[config.mk]
export PLATFORM = sky130hd
export DESIGN_NAME = mem_access_unit_flat
export DESIGN_NICKNAME = d
export VERILOG_FILES = /design/src/rtl/mem_pkg.sv /design/src/rtl/mem_access_unit_if.sv /design/src/rtl/mem_handshake_fsm.sv /design/src/rtl/mem_access_unit.sv /design/src/flat_wrapper.sv
export SDC_FILE = /design/constraint.sdc
export NUM_CORES = 1
export LEC_CHECK = 0
export ABC_AREA = 0
export CAP_MARGIN = 20
export CORE_ASPECT_RATIO = 0.9
export CORE_MARGIN = 3
export CORE_UTILIZATION = 25
export CTS_CLUSTER_DIAMETER = 40
export DETAILED_ROUTE_END_ITERATION = 8
export HOLD_SLACK_MARGIN = 0.08
export PLACE_DENSITY = 0.55
export SLEW_MARGIN = 20
export SYNTH_ARGS = -nofsm -noshare
export SYNTH_HDL_FRONTEND = slang
export SYNTH_SLANG_ARGS = --single-unit
[constraint.sdc]
create_clock -name clock -period 1.7 [get_ports clock]
set_clock_uncertainty 0.05 [all_clocks]
set_input_delay 0.34 -clock clock [delete_from_list [all_inputs] [get_ports clock]]
set_output_delay 0.34 -clock clock [all_outputs]
set_load 0.05 [all_outputs]
[src/rtl/mem_pkg.sv]
// rtl/mem_pkg.sv - shared types and width defaults for the MAR/MDR memory access stage
package mem_pkg;

    localparam int MEM_DATA_WIDTH = 32;
    localparam int MEM_ADDR_WIDTH = 9;

    typedef enum logic [1:0] {
        IDLE  = 2'b00,
        READ  = 2'b01,
        WRITE = 2'b10,
        DONE  = 2'b11
    } mem_state_e;

endpackage

[src/rtl/mem_access_unit_if.sv]
// rtl/mem_access_unit_if.sv - word-addressed RAM req/ready bus between access unit and memory
interface mem_access_unit_if #(
    parameter int DATA_WIDTH = 32,
    parameter int ADDR_WIDTH = 9
);

    logic                  mem_req;
    logic                  mem_we;
    logic [ADDR_WIDTH-1:0] mem_addr;
    logic [DATA_WIDTH-1:0] mem_wdata;
    logic [DATA_WIDTH-1:0] mem_rdata;
    logic                  mem_ready;

    modport master (
        output mem_req,
        output mem_we,
        output mem_addr,
        output mem_wdata,
        input  mem_rdata,
        input  mem_ready
    );

    modport slave (
        input  mem_req,
        input  mem_we,
        input  mem_addr,
        input  mem_wdata,
        output mem_rdata,
        output mem_ready
    );

endinterface

[src/rtl/mem_handshake_fsm.sv]
// rtl/mem_handshake_fsm.sv - req/ready handshake sequencer with state-decoded Moore outputs
module mem_handshake_fsm
    import mem_pkg::*;
(
    input  logic clk_i,
    input  logic rst_i,
    input  logic read_i,
    input  logic write_i,
    input  logic mem_ready_i,
    output logic mem_req_o,
    output logic mem_we_o,
    output logic busy_o,
    output logic done_o,
    output logic idle_o,
    output logic mdr_load_mem_o
);

    mem_state_e state_q;
    mem_state_e state_d;

    always_ff @(posedge clk_i or posedge rst_i) begin
        if (rst_i) begin
            state_q <= IDLE;
        end else begin
            state_q <= state_d;
        end
    end

    // Read wins over a simultaneous Write; requests are only taken from IDLE.
    always_comb begin
        state_d = state_q;
        case (state_q)
            IDLE: begin
                if (read_i) begin
                    state_d = READ;
                end else if (write_i) begin
                    state_d = WRITE;
                end
            end
            READ: begin
                if (mem_ready_i) begin
                    state_d = DONE;
                end
            end
            WRITE: begin
                if (mem_ready_i) begin
                    state_d = DONE;
                end
            end
            DONE: begin
                state_d = IDLE;
            end
            default: begin
                state_d = IDLE;
            end
        endcase
    end

    always_comb begin
        mem_req_o = 1'b0;
        mem_we_o  = 1'b0;
        busy_o    = 1'b0;
        done_o    = 1'b0;
        idle_o    = 1'b0;
        case (state_q)
            IDLE: begin
                idle_o = 1'b1;
            end
            READ: begin
                mem_req_o = 1'b1;
                busy_o    = 1'b1;
            end
            WRITE: begin
                mem_req_o = 1'b1;
                mem_we_o  = 1'b1;
                busy_o    = 1'b1;
            end
            DONE: begin
                done_o = 1'b1;
            end
            default: begin
                idle_o = 1'b0;
            end
        endcase
    end

    assign mdr_load_mem_o = (state_q == READ) && mem_ready_i;

endmodule

[src/rtl/mem_access_unit.sv]
// rtl/mem_access_unit.sv - MAR/MDR datapath stage driving a multi-cycle RAM through the handshake FSM
module mem_access_unit
    import mem_pkg::*;
#(
    parameter int DATA_WIDTH = MEM_DATA_WIDTH,
    parameter int ADDR_WIDTH = MEM_ADDR_WIDTH
) (
    input  logic                  clock,
    input  logic                  clear,
    input  logic                  MARin,
    input  logic                  MDRin,
    input  logic                  Read,
    input  logic                  Write,
    input  logic [DATA_WIDTH-1:0] BusMuxOut,
    output logic [DATA_WIDTH-1:0] MDRout_data,
    output logic                  busy,
    output logic                  done,
    mem_access_unit_if.master     mem
);

    logic [ADDR_WIDTH-1:0] mar_q;
    logic [ADDR_WIDTH-1:0] mar_d;
    logic [DATA_WIDTH-1:0] mdr_q;
    logic [DATA_WIDTH-1:0] mdr_d;

    logic idle;
    logic mdr_load_mem;
    logic fsm_req;
    logic fsm_we;

    mem_handshake_fsm u_fsm (
        .clk_i          (clock),
        .rst_i          (clear),
        .read_i         (Read),
        .write_i        (Write),
        .mem_ready_i    (mem.mem_ready),
        .mem_req_o      (fsm_req),
        .mem_we_o       (fsm_we),
        .busy_o         (busy),
        .done_o         (done),
        .idle_o         (idle),
        .mdr_load_mem_o (mdr_load_mem)
    );

    // Bus loads are only honoured in IDLE so address and write data hold for the whole request.
    always_comb begin
        mar_d = mar_q;
        mdr_d = mdr_q;
        if (idle && MARin) begin
            mar_d = BusMuxOut[ADDR_WIDTH-1:0];
        end
        if (mdr_load_mem) begin
            mdr_d = mem.mem_rdata;
        end else if (idle && MDRin) begin
            mdr_d = BusMuxOut;
        end
    end

    always_ff @(posedge clock or posedge clear) begin
        if (clear) begin
            mar_q <= '0;
            mdr_q <= '0;
        end else begin
            mar_q <= mar_d;
            mdr_q <= mdr_d;
        end
    end

    assign mem.mem_req   = fsm_req;
    assign mem.mem_we    = fsm_we;
    assign mem.mem_addr  = mar_q;
    assign mem.mem_wdata = mdr_q;
    assign MDRout_data   = mdr_q;

endmodule

[src/flat_wrapper.sv]
// flat-port wrapper written by rule: the top's interface ports become plain ports
module mem_access_unit_flat import mem_pkg::*;
#(
    parameter int DATA_WIDTH = MEM_DATA_WIDTH,
    parameter int ADDR_WIDTH = MEM_ADDR_WIDTH
)
  (clock, clear, MARin, MDRin, Read, Write, BusMuxOut, MDRout_data, busy, done, mem_mem_req, mem_mem_we, mem_mem_addr, mem_mem_wdata, mem_mem_rdata, mem_mem_ready);
  mem_access_unit_if #(.DATA_WIDTH(DATA_WIDTH), .ADDR_WIDTH(ADDR_WIDTH)) mem_i ();
  input  logic clock;
  input  logic clear;
  input  logic MARin;
  input  logic MDRin;
  input  logic Read;
  input  logic Write;
  input  logic [DATA_WIDTH-1:0] BusMuxOut;
  output logic [DATA_WIDTH-1:0] MDRout_data;
  output logic busy;
  output logic done;
  output wire logic [$bits(mem_i.mem_req)-1:0] mem_mem_req;
  output wire logic [$bits(mem_i.mem_we)-1:0] mem_mem_we;
  output wire logic [$bits(mem_i.mem_addr)-1:0] mem_mem_addr;
  output wire logic [$bits(mem_i.mem_wdata)-1:0] mem_mem_wdata;
  input wire logic [$bits(mem_i.mem_rdata)-1:0] mem_mem_rdata;
  input wire logic [$bits(mem_i.mem_ready)-1:0] mem_mem_ready;
  assign mem_mem_req = mem_i.mem_req;
  assign mem_mem_we = mem_i.mem_we;
  assign mem_mem_addr = mem_i.mem_addr;
  assign mem_mem_wdata = mem_i.mem_wdata;
  assign mem_i.mem_rdata = mem_mem_rdata;
  assign mem_i.mem_ready = mem_mem_ready;
  mem_access_unit #(.DATA_WIDTH(DATA_WIDTH), .ADDR_WIDTH(ADDR_WIDTH)) u_core (.clock(clock), .clear(clear), .MARin(MARin), .MDRin(MDRin), .Read(Read), .Write(Write), .BusMuxOut(BusMuxOut), .MDRout_data(MDRout_data), .busy(busy), .done(done), .mem(mem_i));
endmodule
After elaboration in Yosys (flattened, before gate mapping)
Cells that the tools add are included.
Storage, ports and cells
  bits in latches: 0
  logic and storage cells: 25
  output and inout port bits: 77
  memory bits (read-only): 0
  register bits after elaboration: 43
  bits of input ports: 71
  memories: 0
  bits in writable memories: 0
Cells by class
  equality and inequality tests: 5
  reductions and logical operators: 7
  shifts and indexed selects: 0
  divide/modulo/power cells: 0
  multipliers: 0
  $lt $le $gt $ge: 0
  bitwise logic cells: 0
  add/sub/neg operators: 0
  muxes and demuxes: 10
Operator list (count)
  $mux W32: 2
  $mux W2: 3
  $pmux W2 S3: 1
  $eq A2 B2 Y1 const B: 2
  $mux W1: 4
  $logic_and A1 B1 Y1: 3
  $ne A3 B3 Y1 const B: 1
  $eq A2 B1 Y1 const B: 1
  $logic_not A2 Y1: 1
  $ne A2 B1 Y1 const B: 1
  $reduce_and A2 Y1: 1
  $reduce_bool A2 Y1: 1
  $reduce_or A2 Y1: 1

Depth between registers and ports, before layout
Gate-level depths: netlist of the first run.
  depth after elaboration: 5
  mapped depth: 6
  depth with buffers taken out: 5

Modules after synthesis
A second synthesis of the first run with hierarchy kept.
Second synthesis, totals
  cells, all modules: 255
  area total of the unflattened synthesis: 2731.4 um2
By module, submodules not included
  mem_access_unit: seq. area each 1026.0 um2, cells each 234, area an instance 2537.4 um2, instances 1
  mem_handshake_fsm: seq. area each 50.0 um2, cells each 21, area an instance 193.9 um2, instances 1

Least setup slack after synthesis of the first run
No wires, ideal clock.
  path kind: flip-flop to output port
  start point: register u_core.u_fsm.state_q[0]
  end point: output port mem_mem_req
  arrival time: 1.320 ns
  required time: 1.310 ns
  stages on the path, launching flop included: 4
  path slack: -0.010 ns
  path buffers: 1
  path through: dfrtp_1 > inv_1 > ha_1 > buf_4
On the way
  longest elaborated chain between the ends: 3
  elaborated cells on any way between the ends: 4
  classes of those cells: eq/ne (2); mux (1); reduce/logical (1)
RTL lines
  start: declaration: line mem_handshake_fsm.sv:18  | mem_state_e state_q;
  start signal: assignment: line mem_handshake_fsm.sv:25  | state_q <= state_d;
  $eq A2 B1 Y1 / $eq A2 B2 Y1 (equally long branches)
  $reduce_or A2 Y1 (no source line) (*)
  $mux W1 (*)
  end: declaration: line flat_wrapper.sv:19  | output wire logic [$bits(mem_i.mem_req)-1:0] mem_mem_req;
Every way passes the cells marked *; elsewhere a longest branch is shown, timed or not.

Final worst setup path of the first run
  start point: register u_core.u_fsm.state_q[0]
  end point: output port busy
On the way
  longest elaborated chain between the ends: 3
  elaborated cells on any way between the ends: 4
  classes of those cells: eq/ne (2); mux (1); reduce/logical (1)
RTL lines
  $eq A2 B1 Y1 / $eq A2 B2 Y1 (equally long branches): line mem_handshake_fsm.sv:65  | case (state_q)
  $reduce_or A2 Y1 (no source line) (*)
  $mux W1 (*): line mem_handshake_fsm.sv:65
  end: declaration: line flat_wrapper.sv:17  | output logic busy;
Marked as above.

==> flow_summary.ini, run 1 <==
[outcome]
outcome = completed

[yosys]
syn_inst = 210
synthAdderAreaFrac = 0.0274
synth.distinct_cells = 17
avgSynthCellArea_um2 = 10.9
synth_fp_nets = 286
synth_compound_area_frac = 0.0837
ys_ff_latch = 43
yosysTopAreaCellShare = 0.470
synth_area_leaders = dfrtp_1 47%, mux2i_1 15%, buf_4 11%
synth_xor_area_frac = 0
synth.cell_area_um2 = 2290
synth_top_family_by_area = multiplexers
synthMuxAreaShare = 0.197
synth-seq-area-share = 0.470
synth_warnings = 0
yosysTopAreaCell = dfrtp_1
yosys.area_share.simple = 0.0678

[placed_design]
port_buffers = 147
gp_congestion = 0.726
hpwl_mm = 4.77

[timing]
fin_tns_setup_ns = 0
fin_crit_ns = 1.62
tightest_slew_ns = 0.340
slew_viol_final = 0
setup_viol = 0
hold_viol_final = 0
max_freq_ghz = 0.618
rsz0062_at_grt = false
period_share = 0.952
slew_headroom = 0.773

[worst_setup_path]
critical_path.max_stage_delay_ns = 0.40
required_ns = 1.31
worstSetupPathType = reg2out
crit_fanout = 5
critPathArrivalTime_ns = 1.23
cp-start-kind = flop
worstPathCellList = inv_2 -> ha_4 -> buf_12
crit_family = flip-flops
setup.worst_path.end_class = output pin
critical-path-slowest-cell = dfrtp_1
worst-path-buf-inv = 2

[die]
rows = 32
die_w_um = 107
dieArea_um2 = 10300
coreArea_um2 = 8730
initial_core_util = 0.262
io_pins = 148
die_h_um = 96.7

[detailed_routing]
wl_met3_um = 518
routed_via_density = 4.10
drt_first_pass_iters = 4
top_layer = met4
drt-met1-wl_mm = 2.55
dr_wl_met2_mm = 2.94
vias = 1836
drt_iter0_markers = 40
wire_per_inst_um = 13.5
drc = 0
drtAntennaViolNets = 0
routed_wl_mm = 6.03

[layout]
final_cell_mix = 72 x buf_4, 70 x clkdlybuf4s50_1, 43 x dfrtp_1, 35 x mux2i_1, 33 x nand2_1
seqCellArea_um2 = 1080
final_common_cell = buf_4
nFillCells = 877
nets = 404
n_antenna_cell = 0
drive_gt1_frac = 0.325
multi_input_area_um2 = 873
syn2layout_area_growth_pct = 59.8

[clocking]
cts_buffers = 5
clk_root_buffer_cell = clkbuf_8
cts_setup_buffers = 0
clock_path_buffers = 2
clock_sinks = 43
clk_latency_ns = 0.29
clk_pin_slew_ns = 0.08
htreeDepth = 2
cts_tree = built

[job]
maxCapViolCount = 0

[global_route]
antenna_found_initial = 0
grt.total_usage = 0.119
grt_pass1_wl_mm = 9.83
gr-total-overflow = 0
grt_pass1_vias = 1890
grt_max_degree = 39

[worst_hold_path]
hold_path.class = in2async
==> kinds of logic after synthesis <==
family	after synthesis
adder cells (fa/ha/maj)	5
multiplexers	44
AND/OR/NAND/NOR	38
AO/OA/AOI/OAI	35
flip-flops	43
buffers and inverters	45
==> sequential cells by signal, summed over array words and instances, names as in the netlist <==
signal,flops
u_core.MDRout_data,32
u_core.mem.mem_addr,9
u_core.u_fsm.state_q,2
==> worst paths after layout <==
check / startpoint / endpoint / slack [ns] / cells after the start
max in group asynchronous: clear / u_core.mem.mem_addr[4]$_DFFE_PP0P_ / 0.97 / 3
min in group clock: u_core.mem.mem_addr[3]$_DFFE_PP0P_ / u_core.mem.mem_addr[3]$_DFFE_PP0P_ / 0.46 / 1
worst min-delay path: clear / u_core.MDRout_data[15]$_DFFE_PP0P_ / 0.34 / 3
worst min register to register: u_core.mem.mem_addr[3]$_DFFE_PP0P_ / u_core.mem.mem_addr[3]$_DFFE_PP0P_ / 0.46 / 1
worst max-delay path: u_core.u_fsm.state_q[0]$_DFFE_PP0P_ / busy / 0.08 / 3
worst max register to register: u_core.u_fsm.state_q[1]$_DFFE_PP0P_ / u_core.MDRout_data[12]$_DFFE_PP0P_ / 0.21 / 6
==> worst min-delay path: cells and delay by family <==
family,cells,cell delay [ns]
buf+inv,3,0.72
==> what timing repair did <==
item	4_1_cts	5_1_grt
setup endpoints to repair	2	3
hold buffers	0	0
pin swaps	0	1
gates resized for setup	1	2
==> cell type report <==
class	instances	share of cell area
clock buffer	5	0.0188
clock inverter	3	0.00411
inverter	3	0.00308
multi-input combinational	122	0.239
sequential	43	0.294
tap	119	0.0407
timing repair buffer	153	0.400
==> per-stage QoR <==
stage	setup WS, ns	std cells	util	hold WS (ns)	instance area [um2]
6_report	0.0811	448	0.419	0.344	3650
5_1_grt	0.0242	448	0.419	0.368	3650
4_1_cts	0.0107	448	0.419	0.338	3650
3_5_place_dp	0.0162	440	0.408	0.449	3560
3_3_place_gp	0.0224	440	0.408	0.444	3560
2_1_floorplan	0.123	210	-	0.441	2290
==> synthesized netlist by cell type <==
cell type	number
buf_2	1
ha_1	5
mux2i_1	35
buf_6	7
mux2_2	9
nand2_4	1
nand2_2	1
a21oi_1	2
nand2_1	33
buf_4	34
nor2b_1	1
dfrtp_1	43
o21ai_0	1
inv_1	3
o21ai_1	31
a22oi_4	1
nor2_1	2
==> routing by layer <==
metal,global-route usage,vias to the layer above
met5,0,-
met2,0.202,80
met1,0.149,843
li1,-,911
met4,0.0206,0
met3,0.0380,2
Power of run 1 is left out: the tool's default activity adds up to more than one toggle a clock period on the data nets, which glitch-free logic cannot reach.
==> run 2: changes to the inputs <==
--- a/config.mk
+++ b/config.mk
@@ -5,7 +5,6 @@
 export SDC_FILE = /design/constraint.sdc
 export NUM_CORES = 1
 export LEC_CHECK = 0
-export ABC_AREA = 0
 export CAP_MARGIN = 20
 export CORE_ASPECT_RATIO = 0.9
 export CORE_MARGIN = 3
==> results of run 2 <==
Final layout, timing and power as in run 1 (identical DEF).
Power of run 2 is left out for the same reason.
==> run 3: changes to the inputs <==
==> constraint.sdc (replaced) <==
create_clock -name clock -period 1.5 [get_ports clock]
set_clock_uncertainty 0.05 [all_clocks]
set_input_delay 0.3 -clock clock [delete_from_list [all_inputs] [get_ports clock]]
set_output_delay 0.3 -clock clock [all_outputs]
set_load 0.05 [all_outputs]
==> run 3 against run 2 <==
Against the previous run: the flow now finishes with violations (negative setup slack); critical path depth unchanged; core utilization increased by 17 points; final area increased by 41%; register-to-register slack got worse by 0.23 ns; largest cell class unchanged; first-iteration DRC count decreased by 30%; die area unchanged; clock-buffer cell count increased by 1; via count increased by 11%; global-route usage increased by 1.6 points; routed wire length increased by 29%; final cell count increased by 4.9%.
==> flow_summary.ini, run 3 (synthesis gave the netlist of run 1 again) <==
[outcome]
outcome = finished, violations left
violations = negative setup slack

[placed_design]
gp_congestion = 0.740
dp.cells = 448
port_buffers = 147
hpwl_mm = 5.37

[timing]
tightest_slew_ns = 0.332
slew_viol_final = 0
max_freq_ghz = 0.648
rsz0062_at_grt = true
fin_ws_ns = -0.0427
slew_headroom = 0.778
setup_viol = 10
fin_crit_ns = 1.54
hold_viol_final = 0
period_share = 1.03

[layout]
nets = 427
final_common_cell = buf_12
drive_gt1_frac = 0.521
largest_register_ffs = 32
final_cells = 470
multi_input_area_um2 = 1150
nFillCells = 730
n_antenna_cell = 0
seqCellArea_um2 = 1080
utilization = 0.592
final_cell_mix = 82 x buf_12, 70 x clkdlybuf4s50_1, 43 x dfrtp_1, 32 x mux2i_1, 20 x nand2_2
syn2layout_area_growth_pct = 126

[clocking]
htreeDepth = 2
clock_path_buffers = 2
clk_pin_slew_ns = 0.09
clock_sinks = 43
clk_latency_ns = 0.28
cts_tree = built
clk_root_buffer_cell = clkbuf_8
cts_buffers = 5

[worst_hold_path]
hold_path.class = in2async

[global_route]
gr-total-overflow = 0
antenna_found_initial = 0
grt_pass1_vias = 2118
grt_pass1_wl_mm = 11.0
grt.total_usage = 0.134
grt_max_degree = 25

[worst_setup_path]
crit_fanout = 5
rr_startpoint = u_core.u_fsm.state_q[0]$_DFFE_PP0P_
critical-path-slowest-cell = dfrtp_1
startpoint = u_core.u_fsm.state_q[0]$_DFFE_PP0P_
worstPathCellList = inv_2 -> ha_4 -> buf_12
critical_path.max_stage_delay_ns = 0.38
required_ns = 1.15
r2r-end = u_core.MDRout_data[21]$_DFFE_PP0P_
setup.worst_path.end_class = output pin
rrSetupSlack_ns = -0.02
cp-start-kind = flop
worstSetupPathType = reg2out
worstRegToRegCells = 7
critPathArrivalTime_ns = 1.19

[detailed_routing]
drc = 0
routed_via_density = 4.35
routed_wl_mm = 7.76
vias = 2046
drtAntennaViolNets = 0
drt_iter0_markers = 28
wire_per_inst_um = 16.5
drt_first_pass_iters = 4

[die]
initial_core_util = 0.262
io_pins = 148
rows = 32
dieArea_um2 = 10300
die_h_um = 96.7
die_w_um = 107
coreArea_um2 = 8730

[job]
maxCapViolCount = 0
==> run 3: metrics by stage <==
step                instance area (um2)  hold WS [ns]  setup slack, ns  setup TNS, ns
global route                       5170         0.326           -0.101          -1.75
floorplan                          2300         0.401           0.0306              0
detailed placement                 4520         0.510           -0.142          -3.99
finish                             5170         0.303          -0.0427         -0.132
global placement                   4520         0.506           -0.110          -2.76
CTS                                4690         0.306          -0.0303         -0.183
==> run 3: how the worst max path moves through the flow <==
| stage | endpoint | slack [ns] |
|---|---|---|
| after floorplan | u_core.u_fsm.state_q[0]$_DFFE_PP0P_ | 0.03 |
| after global placement | u_core.MDRout_data[27]$_DFFE_PP0P_ | -0.11 |
| after detailed placement | u_core.MDRout_data[22]$_DFFE_PP0P_ | -0.14 |
| after CTS | mem_mem_req | -0.03 |
| after global routing | mem_mem_req | -0.10 |
| final | mem_mem_req | -0.04 |
==> run 3: cell type report <==
| cell class | instances | area share |
|---|---|---|
| repair buffers | 176 | 0.522 |
| multi-input cells | 122 | 0.222 |
| flip-flops and latches | 43 | 0.208 |
| well taps | 119 | 0.0288 |
| clock buffers | 6 | 0.0160 |
| inverters | 3 | 0.00218 |
| clock inverters | 1 | 0.000968 |
==> run 3: metal layers <==
| layer | vias to the layer above | GRT usage | wire length, um |
|---|---|---|---|
| met1 | 993 | 0.164 | 3350 |
| met3 | 2 | 0.0414 | 490 |
| li1 | 969 | - | - |
| met4 | 0 | 0.0206 | 26 |
| met5 | - | 0 | 0 |
| met2 | 82 | 0.235 | 3890 |
==> run 3: repair_timing <==
action                                  in CTS  in global routing
hold buffers                                 0                  0
cloned                                       1                 10
resized for setup                            8                 73
endpoints found under the setup margin       5                 37
buffers inserted                             4                  1
endpoints found under the hold margin        0                  0
pin swaps                                    2                  7
==> run 3: worst max-delay path, delay by kind of cell, from the launching register on <==
kind / cells / cell delay, ns
flops: 1 / 0.38
fa+ha+maj: 1 / 0.31
buf+inv: 2 / 0.21
Power of run 3 is left out for the same reason.
